<file path="src/rtl/apb_master_bridge_if.sv">
// Command, APB and response signals of the APB master bridge.
// The master modport is the bridge's view; slave is the sequencer/completer side.
interface apb_master_bridge_if #(
    parameter int DATA_WIDTH = 32,
    parameter int ADDR_WIDTH = 32
);
    localparam int STRB_W = DATA_WIDTH / 8;

    logic                  cmd_valid_i;
    logic                  cmd_ready_o;
    logic                  cmd_write_i;
    logic [ADDR_WIDTH-1:0] cmd_addr_i;
    logic [DATA_WIDTH-1:0] cmd_wdata_i;
    logic [STRB_W-1:0]     cmd_strb_i;

    logic                  psel_o;
    logic                  penable_o;
    logic                  pwrite_o;
    logic [ADDR_WIDTH-1:0] paddr_o;
    logic [DATA_WIDTH-1:0] pwdata_o;
    logic [STRB_W-1:0]     pstrb_o;
    logic                  pready_i;
    logic                  pslverr_i;
    logic [DATA_WIDTH-1:0] prdata_i;

    logic                  rsp_valid_o;
    logic                  rsp_ready_i;
    logic [DATA_WIDTH-1:0] rsp_rdata_o;
    logic                  rsp_slverr_o;
    logic                  rsp_timeout_o;

    modport master (
        input  cmd_valid_i, cmd_write_i, cmd_addr_i, cmd_wdata_i, cmd_strb_i,
        output cmd_ready_o,
        output psel_o, penable_o, pwrite_o, paddr_o, pwdata_o, pstrb_o,
        input  pready_i, pslverr_i, prdata_i,
        output rsp_valid_o, rsp_rdata_o, rsp_slverr_o, rsp_timeout_o,
        input  rsp_ready_i
    );

    modport slave (
        output cmd_valid_i, cmd_write_i, cmd_addr_i, cmd_wdata_i, cmd_strb_i,
        input  cmd_ready_o,
        input  psel_o, penable_o, pwrite_o, paddr_o, pwdata_o, pstrb_o,
        output pready_i, pslverr_i, prdata_i,
        input  rsp_valid_o, rsp_rdata_o, rsp_slverr_o, rsp_timeout_o,
        output rsp_ready_i
    );
endinterface

</file>
<file path="src/rtl/apb_master_bridge.sv">
// Single-outstanding APB initiator: command in, SETUP/ACCESS with wait-state
// timeout, response out. All outputs are registered state of one FSM.
module apb_master_bridge #(
    parameter int DATA_WIDTH = 32,
    parameter int ADDR_WIDTH = 32,
    parameter int TIMEOUT    = 255
) (
    input  logic               clk_i,
    input  logic               rst_ni,
    apb_master_bridge_if.master bus
);
    localparam int STRB_W = DATA_WIDTH / 8;
    localparam int CNT_W  = $clog2(TIMEOUT + 1);
    localparam logic [CNT_W-1:0] CNT_MAX = CNT_W'(TIMEOUT);

    if (DATA_WIDTH % 8 != 0 || ADDR_WIDTH < 3 || TIMEOUT < 1) begin : g_bad_params
        $error("apb_master_bridge: illegal parameter combination");
    end

    typedef enum logic [1:0] {IDLE, SETUP, ACCESS, RESP} state_t;

    state_t                state;
    logic [CNT_W-1:0]      wait_cnt;
    logic                  cmd_ready;
    logic                  psel;
    logic                  penable;
    logic                  pwrite;
    logic [ADDR_WIDTH-1:0] paddr;
    logic [DATA_WIDTH-1:0] pwdata;
    logic [STRB_W-1:0]     pstrb;
    logic                  rsp_valid;
    logic [DATA_WIDTH-1:0] rsp_rdata;
    logic                  rsp_slverr;
    logic                  rsp_timeout;

    always_ff @(posedge clk_i) begin
        if (!rst_ni) begin
            state       <= IDLE;
            wait_cnt    <= '0;
            cmd_ready   <= 1'b1;
            psel        <= 1'b0;
            penable     <= 1'b0;
            pwrite      <= 1'b0;
            paddr       <= '0;
            pwdata      <= '0;
            pstrb       <= '0;
            rsp_valid   <= 1'b0;
            rsp_rdata   <= '0;
            rsp_slverr  <= 1'b0;
            rsp_timeout <= 1'b0;
        end else begin
            case (state)
                IDLE: begin
                    // cmd_ready is high throughout IDLE, so valid alone is the handshake
                    if (bus.cmd_valid_i) begin
                        state     <= SETUP;
                        cmd_ready <= 1'b0;
                        psel      <= 1'b1;
                        penable   <= 1'b0;
                        wait_cnt  <= '0;
                        pwrite    <= bus.cmd_write_i;
                        paddr     <= bus.cmd_addr_i;
                        pwdata    <= bus.cmd_write_i ? bus.cmd_wdata_i : '0;
                        pstrb     <= bus.cmd_write_i ? bus.cmd_strb_i  : '0;
                    end
                end
                SETUP: begin
                    state   <= ACCESS;
                    penable <= 1'b1;
                end
                ACCESS: begin
                    // PREADY is checked first so it wins over an expiring counter
                    if (bus.pready_i) begin
                        state       <= RESP;
                        psel        <= 1'b0;
                        penable     <= 1'b0;
                        rsp_valid   <= 1'b1;
                        rsp_rdata   <= pwrite ? '0 : bus.prdata_i;
                        rsp_slverr  <= bus.pslverr_i;
                        rsp_timeout <= 1'b0;
                    end else if (wait_cnt == CNT_MAX) begin
                        state       <= RESP;
                        psel        <= 1'b0;
                        penable     <= 1'b0;
                        rsp_valid   <= 1'b1;
                        rsp_rdata   <= '0;
                        rsp_slverr  <= 1'b1;
                        rsp_timeout <= 1'b1;
                    end else begin
                        wait_cnt <= wait_cnt + 1'b1;
                    end
                end
                RESP: begin
                    if (bus.rsp_ready_i) begin
                        state     <= IDLE;
                        rsp_valid <= 1'b0;
                        cmd_ready <= 1'b1;
                    end
                end
                default: begin
                    state     <= IDLE;
                    psel      <= 1'b0;
                    penable   <= 1'b0;
                    rsp_valid <= 1'b0;
                    cmd_ready <= 1'b1;
                end
            endcase
        end
    end

    assign bus.cmd_ready_o   = cmd_ready;
    assign bus.psel_o        = psel;
    assign bus.penable_o     = penable;
    assign bus.pwrite_o      = pwrite;
    assign bus.paddr_o       = paddr;
    assign bus.pwdata_o      = pwdata;
    assign bus.pstrb_o       = pstrb;
    assign bus.rsp_valid_o   = rsp_valid;
    assign bus.rsp_rdata_o   = rsp_rdata;
    assign bus.rsp_slverr_o  = rsp_slverr;
    assign bus.rsp_timeout_o = rsp_timeout;
endmodule
</file>
<file path="src/flat_wrapper.sv">
// flat-port wrapper written by rule: the top's interface ports become plain ports
module apb_master_bridge_flat 
#(
    parameter int DATA_WIDTH = 32,
    parameter int ADDR_WIDTH = 32,
    parameter int TIMEOUT    = 255
)
  (clk_i, rst_ni, bus_cmd_valid_i, bus_cmd_write_i, bus_cmd_addr_i, bus_cmd_wdata_i, bus_cmd_strb_i, bus_cmd_ready_o, bus_psel_o, bus_penable_o, bus_pwrite_o, bus_paddr_o, bus_pwdata_o, bus_pstrb_o, bus_pready_i, bus_pslverr_i, bus_prdata_i, bus_rsp_valid_o, bus_rsp_rdata_o, bus_rsp_slverr_o, bus_rsp_timeout_o, bus_rsp_ready_i);
  apb_master_bridge_if #(.DATA_WIDTH(DATA_WIDTH), .ADDR_WIDTH(ADDR_WIDTH)) bus_i ();
  input  logic clk_i;
  input  logic rst_ni;
  input wire logic [$bits(bus_i.cmd_valid_i)-1:0] bus_cmd_valid_i;
  input wire logic [$bits(bus_i.cmd_write_i)-1:0] bus_cmd_write_i;
  input wire logic [$bits(bus_i.cmd_addr_i)-1:0] bus_cmd_addr_i;
  input wire logic [$bits(bus_i.cmd_wdata_i)-1:0] bus_cmd_wdata_i;
  input wire logic [$bits(bus_i.cmd_strb_i)-1:0] bus_cmd_strb_i;
  output wire logic [$bits(bus_i.cmd_ready_o)-1:0] bus_cmd_ready_o;
  output wire logic [$bits(bus_i.psel_o)-1:0] bus_psel_o;
  output wire logic [$bits(bus_i.penable_o)-1:0] bus_penable_o;
  output wire logic [$bits(bus_i.pwrite_o)-1:0] bus_pwrite_o;
  output wire logic [$bits(bus_i.paddr_o)-1:0] bus_paddr_o;
  output wire logic [$bits(bus_i.pwdata_o)-1:0] bus_pwdata_o;
  output wire logic [$bits(bus_i.pstrb_o)-1:0] bus_pstrb_o;
  input wire logic [$bits(bus_i.pready_i)-1:0] bus_pready_i;
  input wire logic [$bits(bus_i.pslverr_i)-1:0] bus_pslverr_i;
  input wire logic [$bits(bus_i.prdata_i)-1:0] bus_prdata_i;
  output wire logic [$bits(bus_i.rsp_valid_o)-1:0] bus_rsp_valid_o;
  output wire logic [$bits(bus_i.rsp_rdata_o)-1:0] bus_rsp_rdata_o;
  output wire logic [$bits(bus_i.rsp_slverr_o)-1:0] bus_rsp_slverr_o;
  output wire logic [$bits(bus_i.rsp_timeout_o)-1:0] bus_rsp_timeout_o;
  input wire logic [$bits(bus_i.rsp_ready_i)-1:0] bus_rsp_ready_i;
  assign bus_i.cmd_valid_i = bus_cmd_valid_i;
  assign bus_i.cmd_write_i = bus_cmd_write_i;
  assign bus_i.cmd_addr_i = bus_cmd_addr_i;
  assign bus_i.cmd_wdata_i = bus_cmd_wdata_i;
  assign bus_i.cmd_strb_i = bus_cmd_strb_i;
  assign bus_cmd_ready_o = bus_i.cmd_ready_o;
  assign bus_psel_o = bus_i.psel_o;
  assign bus_penable_o = bus_i.penable_o;
  assign bus_pwrite_o = bus_i.pwrite_o;
  assign bus_paddr_o = bus_i.paddr_o;
  assign bus_pwdata_o = bus_i.pwdata_o;
  assign bus_pstrb_o = bus_i.pstrb_o;
  assign bus_i.pready_i = bus_pready_i;
  assign bus_i.pslverr_i = bus_pslverr_i;
  assign bus_i.prdata_i = bus_prdata_i;
  assign bus_rsp_valid_o = bus_i.rsp_valid_o;
  assign bus_rsp_rdata_o = bus_i.rsp_rdata_o;
  assign bus_rsp_slverr_o = bus_i.rsp_slverr_o;
  assign bus_rsp_timeout_o = bus_i.rsp_timeout_o;
  assign bus_i.rsp_ready_i = bus_rsp_ready_i;
  apb_master_bridge #(.DATA_WIDTH(DATA_WIDTH), .ADDR_WIDTH(ADDR_WIDTH), .TIMEOUT(TIMEOUT)) u_core (.clk_i(clk_i), .rst_ni(rst_ni), .bus(bus_i));
endmodule
</file>
<file path="config.mk">
export PLATFORM = sky130hd
export DESIGN_NAME = apb_master_bridge_flat
export DESIGN_NICKNAME = d
export VERILOG_FILES = /design/src/rtl/apb_master_bridge_if.sv /design/src/rtl/apb_master_bridge.sv /design/src/flat_wrapper.sv
export SDC_FILE = /design/constraint.sdc
export NUM_CORES = 1
export LEC_CHECK = 0
export ABC_AREA = 1
export CAP_MARGIN = 40
export CORE_MARGIN = 3
export CORE_UTILIZATION = 44
export CTS_CLUSTER_DIAMETER = 80
export DETAILED_ROUTE_END_ITERATION = 10
export PLACE_DENSITY = 0.95
export SLEW_MARGIN = 10
export SYNTH_ARGS = -nofsm -noshare
export SYNTH_HDL_FRONTEND = slang
export SYNTH_SLANG_ARGS = --single-unit
export TNS_END_PERCENT = 5
</file>
<file path="constraint.sdc">
create_clock -name clk_i -period 4.25 [get_ports clk_i]
set_input_delay 0.85 -clock clk_i [delete_from_list [all_inputs] [get_ports clk_i]]
set_output_delay 0.85 -clock clk_i [all_outputs]
set_load 0.03 [all_outputs]
</file>
Word-level counts from Yosys, hierarchy flattened
Index checks and enable logic that the tools add are counted.
Cells by class
  add/sub/neg operators: 1
  equality and inequality tests: 9
  muxes and demuxes: 28
  reductions and logical operators: 14
Operators with widths (count)
  two-way mux 32 bit: 4
  two-way mux 8 bit: 3
  one-hot mux 8 bit (2 select lines): 1
  AND reduction 3 bit: 5
  two-way mux 1 bit: 10
  adder 8 x 1 -> 8 bit (second input constant): 1
  == test 8 bit (second input constant): 1
  two-way mux 2 bit: 4
  != test 2 bit (second input constant): 4
  one-hot mux 2 bit (4 select lines): 1
  nonzero test 2 bit: 4
  one-hot mux 1 bit (2 select lines): 3
  == test 2 bit (second input constant): 2
  two-way mux 4 bit: 1
  AND reduction 2 bit: 2
  AND reduction 4 bit: 1
  != test 3 x 2 -> 1 bit (second input constant): 1
  one-hot mux 1 bit (3 select lines): 1
  nonzero test 3 bit: 1
  == test 2 x 1 -> 1 bit (second input constant): 1
  logical NOT 2 bit: 1
Storage, ports and cells
  register bits: 117
  input bits: 107
  output and inout bits: 107

Depth between registers and ports, before layout
  depth in word-level cells: 4
  gate-level depth with buffers: 9

Worst setup path before layout
No wires, ideal clock.
  path kind: in2reg
  start point: in rst_ni
  end point: reg u_core.pstrb[0], in the netlist u_core.bus.pstrb_o[0]
  library setup time: 0.132 ns
  arrival: 1.509 ns
  data required time: 4.118 ns
  path slack: 2.609 ns
  stages on the path: 4
  buffers on the path: 2
  cells stage by stage: inv_1 clkbuf_1 buf_1 a21oi_1
RTL lines
  from (decl): line flat_wrapper.sv:11  | input logic rst_ni;
  to (signal assigned): line apb_master_bridge.sv:64  | pstrb <= bus.cmd_write_i ? bus.cmd_strb_i : '0;
  to (decl): line apb_master_bridge.sv:30  | logic [STRB_W-1:0] pstrb;
No word-level cell between the ends.

Worst setup path in the final report
  start point: reg u_core.state[0]
  end point: reg u_core.wait_cnt[0]
Between the ends
  word-level cells in the longest chain between the ends: 3
  elaborated cells between the ends (all ways): 8
  classes of those cells: 4 x eq/ne; 1 x mux; 3 x reduce/logical
Ends and longest elaborated chain
  from (decl): line apb_master_bridge.sv:22  | state_t state;
  from (signal assigned): line apb_master_bridge.sv:38  | state <= IDLE;
  from (signal assigned): line apb_master_bridge.sv:56  | state <= SETUP;
  from (signal assigned): line apb_master_bridge.sv:68  | state <= ACCESS;
  == test 2 bit / logical NOT 2 bit (equally long branches): line apb_master_bridge.sv:52  | case (state)
  != test 2 bit (no line) / nonzero test 2 bit (equally long branches)
  AND reduction 4 bit (no line)
  to (signal assigned): line apb_master_bridge.sv:90  | wait_cnt <= wait_cnt + 1'b1;
  to (decl): line apb_master_bridge.sv:23  | logic [CNT_W-1:0] wait_cnt;
Several ways; a longest one is shown, not always the timed one.
A chain may end at the register's enable or synchronous reset.

==> results.md <==
- Post-detailed-route via-to-cell ratio: 4.89
- Clock share of power: 31.9%
- Critical path startpoint category: flop
- Final setup violating endpoints: 0
- Sequential fraction of the synthesis area: 52.0%
- Deepest level of the CTS H-tree: 4
- Net count after synthesis: 704
- Routed WL per cell: roughly 14 um
- Number of iterations in the first detailed-routing pass: 5
- Most used DFF post-synth: dfxtp_1
- Count of unique library cells instantiated by Yosys: 26
- Count of cells resized by post-cts repair: 0
- Netlist Area Pre-Place: ~4500 um2
- Clock latency at the later pin of the worst-skew pair: between 0.4 and 0.5 ns
- Share of synthesized registers carrying an async set or reset: 0%
- Net switching power of the design: 1.55 mW
- Post-CTS Hold Fix Bufs: 0
- TritonCTS clock tree: built
- Number of antenna violations at the first check in global routing: 0
- Number of setup buffers added after CTS: 0
- Synth Area per Inst: 7.63 um2
- Number of buffers added by the clock tree synthesis step: 17
- Total of buffers placed on input and output ports: 213
- Row cnt: 36
- Critical path fanouts, max: 40
- Post-synth top area share: 52.0%
- CTS clock-pin slew for the worst setup and hold paths: 0.06 ns
- Synth-to-Final Area Change: 60.2%
- Number of flops mapped to enable cells by yosys: 0
- Mux cell area share after synthesis: 0%
- Sw Share: between 30% and 40%
- Drc violations: 0
- Ant diodes: 0
- Met3 wirelength from detailed routing: 900 um
- Synthesized-area fraction occupied by and/or/nand/nor cells: 26.4%
- Power density relative to cell area: 595 nW/um2
- Detailed Route WL: about 13,000 um
- Initial Util: between 40% and 50%
- Uppermost metal layer occupied by signal nets: met4
- Vertical die dimension: 107 um
- Internal Pwr Total: 2.74 mW
- Remaining Overflow, GRT: 0
- Combined buffer and inverter count along the critical path: 1
- Reg power frac: 33.1%
- Part of the total power dissipated in combinational logic: 35.0%
- Maximum frequency from static timing analysis: between 300 and 400 MHz
- Drt initial violations: 225
- Post-detailed-placement half-perimeter wirelength: 9170 um
- Detail Route met2 WL: 6640 um
- Synth Area in XOR/XNOR: 0%
- Final Hold Violating Endpoints: 0
- R2R setup slack: roughly 1.7 ns
- Series of cell instances along the critical path: inv_1, ha_1, nand3_2, nand3_2, nand2_1, nand2_1, nor2_1
- RSZ-0062 raised after global routing: false
- Area contributors post-synth: dfxtp_1 52%, nand2_1 12%, a21oi_1 8.8%, nor2_1 7.3%, nand3_1 4.1%
- Post-layout minimum cycle time: 2.51 ns
- Category of cells accounting for the largest share of critical-path delay: simple AND/OR/NAND/NOR gates
- Gate count of the mapped netlist: a little under 600
- Share of final-layout standard cells stronger than drive strength 1: 6.12%
- Vias in the first global route: around 4,500
- Cell taking the most area after synthesis: dfxtp_1
- Worst hold slack across all endpoints: 0.462 ns
- Measured slew at the worst slew-check pin: 0.813 ns
- Number of maximum-capacitance violations: 0
- Max-Slew Margin vs Limit: about 46%
- Global routing usage summed across all routing layers: 22.4%
- Dominant combinational cell family by area after synthesis: simple AND/OR/NAND/NOR gates
- Worst Setup Path Type: flop to flop
- CP Capture Type: flop
- Largest net degree at the start of global routing: 55
- Most used standard cell by instance count after synthesis: nand2_1
- Top post-synthesis cells by count: 146 x nand2_1, 117 x dfxtp_1, 88 x nor2_1, 79 x a21oi_1, 37 x nand3_1
- Length of routed wiring on met1: 5060 um
- Hold/Removal Path Class: flop to flop
- Area inside the core boundary: 9860 um2
- Number of warnings reported in the yosys synthesis log: 0
- Total negative slack for setup checks: 0 ns
- Adder and majority gate portion of the synthesized area: 1.95%
- Total Nets Final: 902
- CP peak stage delay: 0.73 ns
- Count of antenna-violating nets left after detailed routing: 0
- Routability-driven placement congestion ratio: about 0.83
- Critical-path top delay cell: nand3_2
- VDD IR max: just under 0.3 mV
- I/O pins: 214
- Endpoint arrival time on the critical path: 2.89 ns
- Number of buffers between clock root and the deepest sink: 2
- Synthesized flop and latch total: 117
- Compound-cell area share of the yosys netlist: between 10% and 20%
- Required time of the critical path: 4.63 ns
- Total leakage power: 2.70 nW
- Wire length of the first global-routing pass: 20,900 um
- Fraction of the cycle the final worst path needs: about three fifths
- Total number of clock tree sinks: 117
- Width of the chip: around 110 um
- Clock root cell: clkbuf_8
- Die Footprint: 11,500 um2
- Worst clock skew on the final layout: 0.00969 ns
- Final core utilization: between 70% and 80%
- Status: finished, final reports clean
- Final count of pins violating max slew: 0
- Overall via count from detail_route: about 4,600
logic make-up (layout without fill, tap and decap cells):
group	after synthesis	after routing
adder cells (fa/ha/maj)	7	7
buffers and inverters	61	272
AO/OA/AOI/OAI	118	118
AND/OR/NAND/NOR	287	287
flip-flops	117	117
per-stage QoR:
step	std cells	setup slack [ns]	power [mW]	cell area [um2]
after floorplan	590	2.61	2.39	4500
after global placement	902	1.59	2.92	6630
after detailed placement	902	1.52	2.95	6630
after CTS	934	1.75	4.33	7210
after global routing	934	1.53	4.53	7210
final	934	1.74	4.29	7210
sequential cells by signal (all words and copies together) (netlist names), 2 cells and up:
register                flops
u_core.state                2
u_core.bus.rsp_rdata_o     32
u_core.bus.pwdata_o        32
u_core.bus.pstrb_o          4
u_core.wait_cnt             8
u_core.bus.paddr_o         32
worst paths after layout:
kind	from	to	cells after the start
setup / recovery	u_core.state[0]	u_core.wait_cnt[0]	7
hold reg to reg	u_core.bus.pwdata_o[12]	u_core.bus.pwdata_o[12]	2
setup reg to reg	u_core.state[0]	u_core.wait_cnt[0]	7
hold / removal	u_core.bus.pwdata_o[12]	u_core.bus.pwdata_o[12]	2
worst register-to-register path: stages, from the launching register on:
cell and delay (ns):
dfxtp_1 0.36, inv_1 0.12, ha_1 0.50, nand3_2 0.73
nand3_2 0.49, nand2_1 0.09, nand2_1 0.07, nor2_1 0.05
layer usage:
layer  vias to the layer above  global-route usage, %
li1                       2308                      -
met1                      2061                   25.3
met2                       162                   39.4
met3                        32                   6.26
met4                         0                   9.68
met5                         -                      0
final cells by class:
| class | count | area, um2 |
|---|---|---|
| clock buffers | 18 | 428 |
| clock inverters | 14 | 151 |
| fillers | 743 | 2650 |
| inverters | 23 | 87.6 |
| multi-input cells | 412 | 1870 |
| flip-flops and latches | 117 | 2340 |
| well taps | 133 | 166 |
| repair buffers | 217 | 2160 |
power by group through the flow:
| stage | logic [mW] | registers, mW | clock network, mW |
|---|---|---|---|
| after global routing | 1.65 | 1.44 | 1.44 |
| after floorplan | 0.623 | 1.77 | 0 |
| after CTS | 1.52 | 1.42 | 1.39 |
| after global placement | 1.48 | 1.43 | 0 |
| after detailed placement | 1.51 | 1.44 | 0 |
| final | 1.50 | 1.42 | 1.37 |
cells in the final DEF (no fill, tap or decap), types with 3 or more instances in the layout:
cell and count:
a21oi_1 79, buf_4 4, clkbuf_16 16, clkdlybuf4s50_1 213, clkinv_2 3, clkinvlp_4 5
dfxtp_1 117, ha_1 7, inv_1 19, inv_2 3, inv_6 3, nand2_1 146
nand3_1 37, nand4_1 6, nor2_1 88, o21ai_0 35
Note: power is estimated with default switching activity, not from simulation.
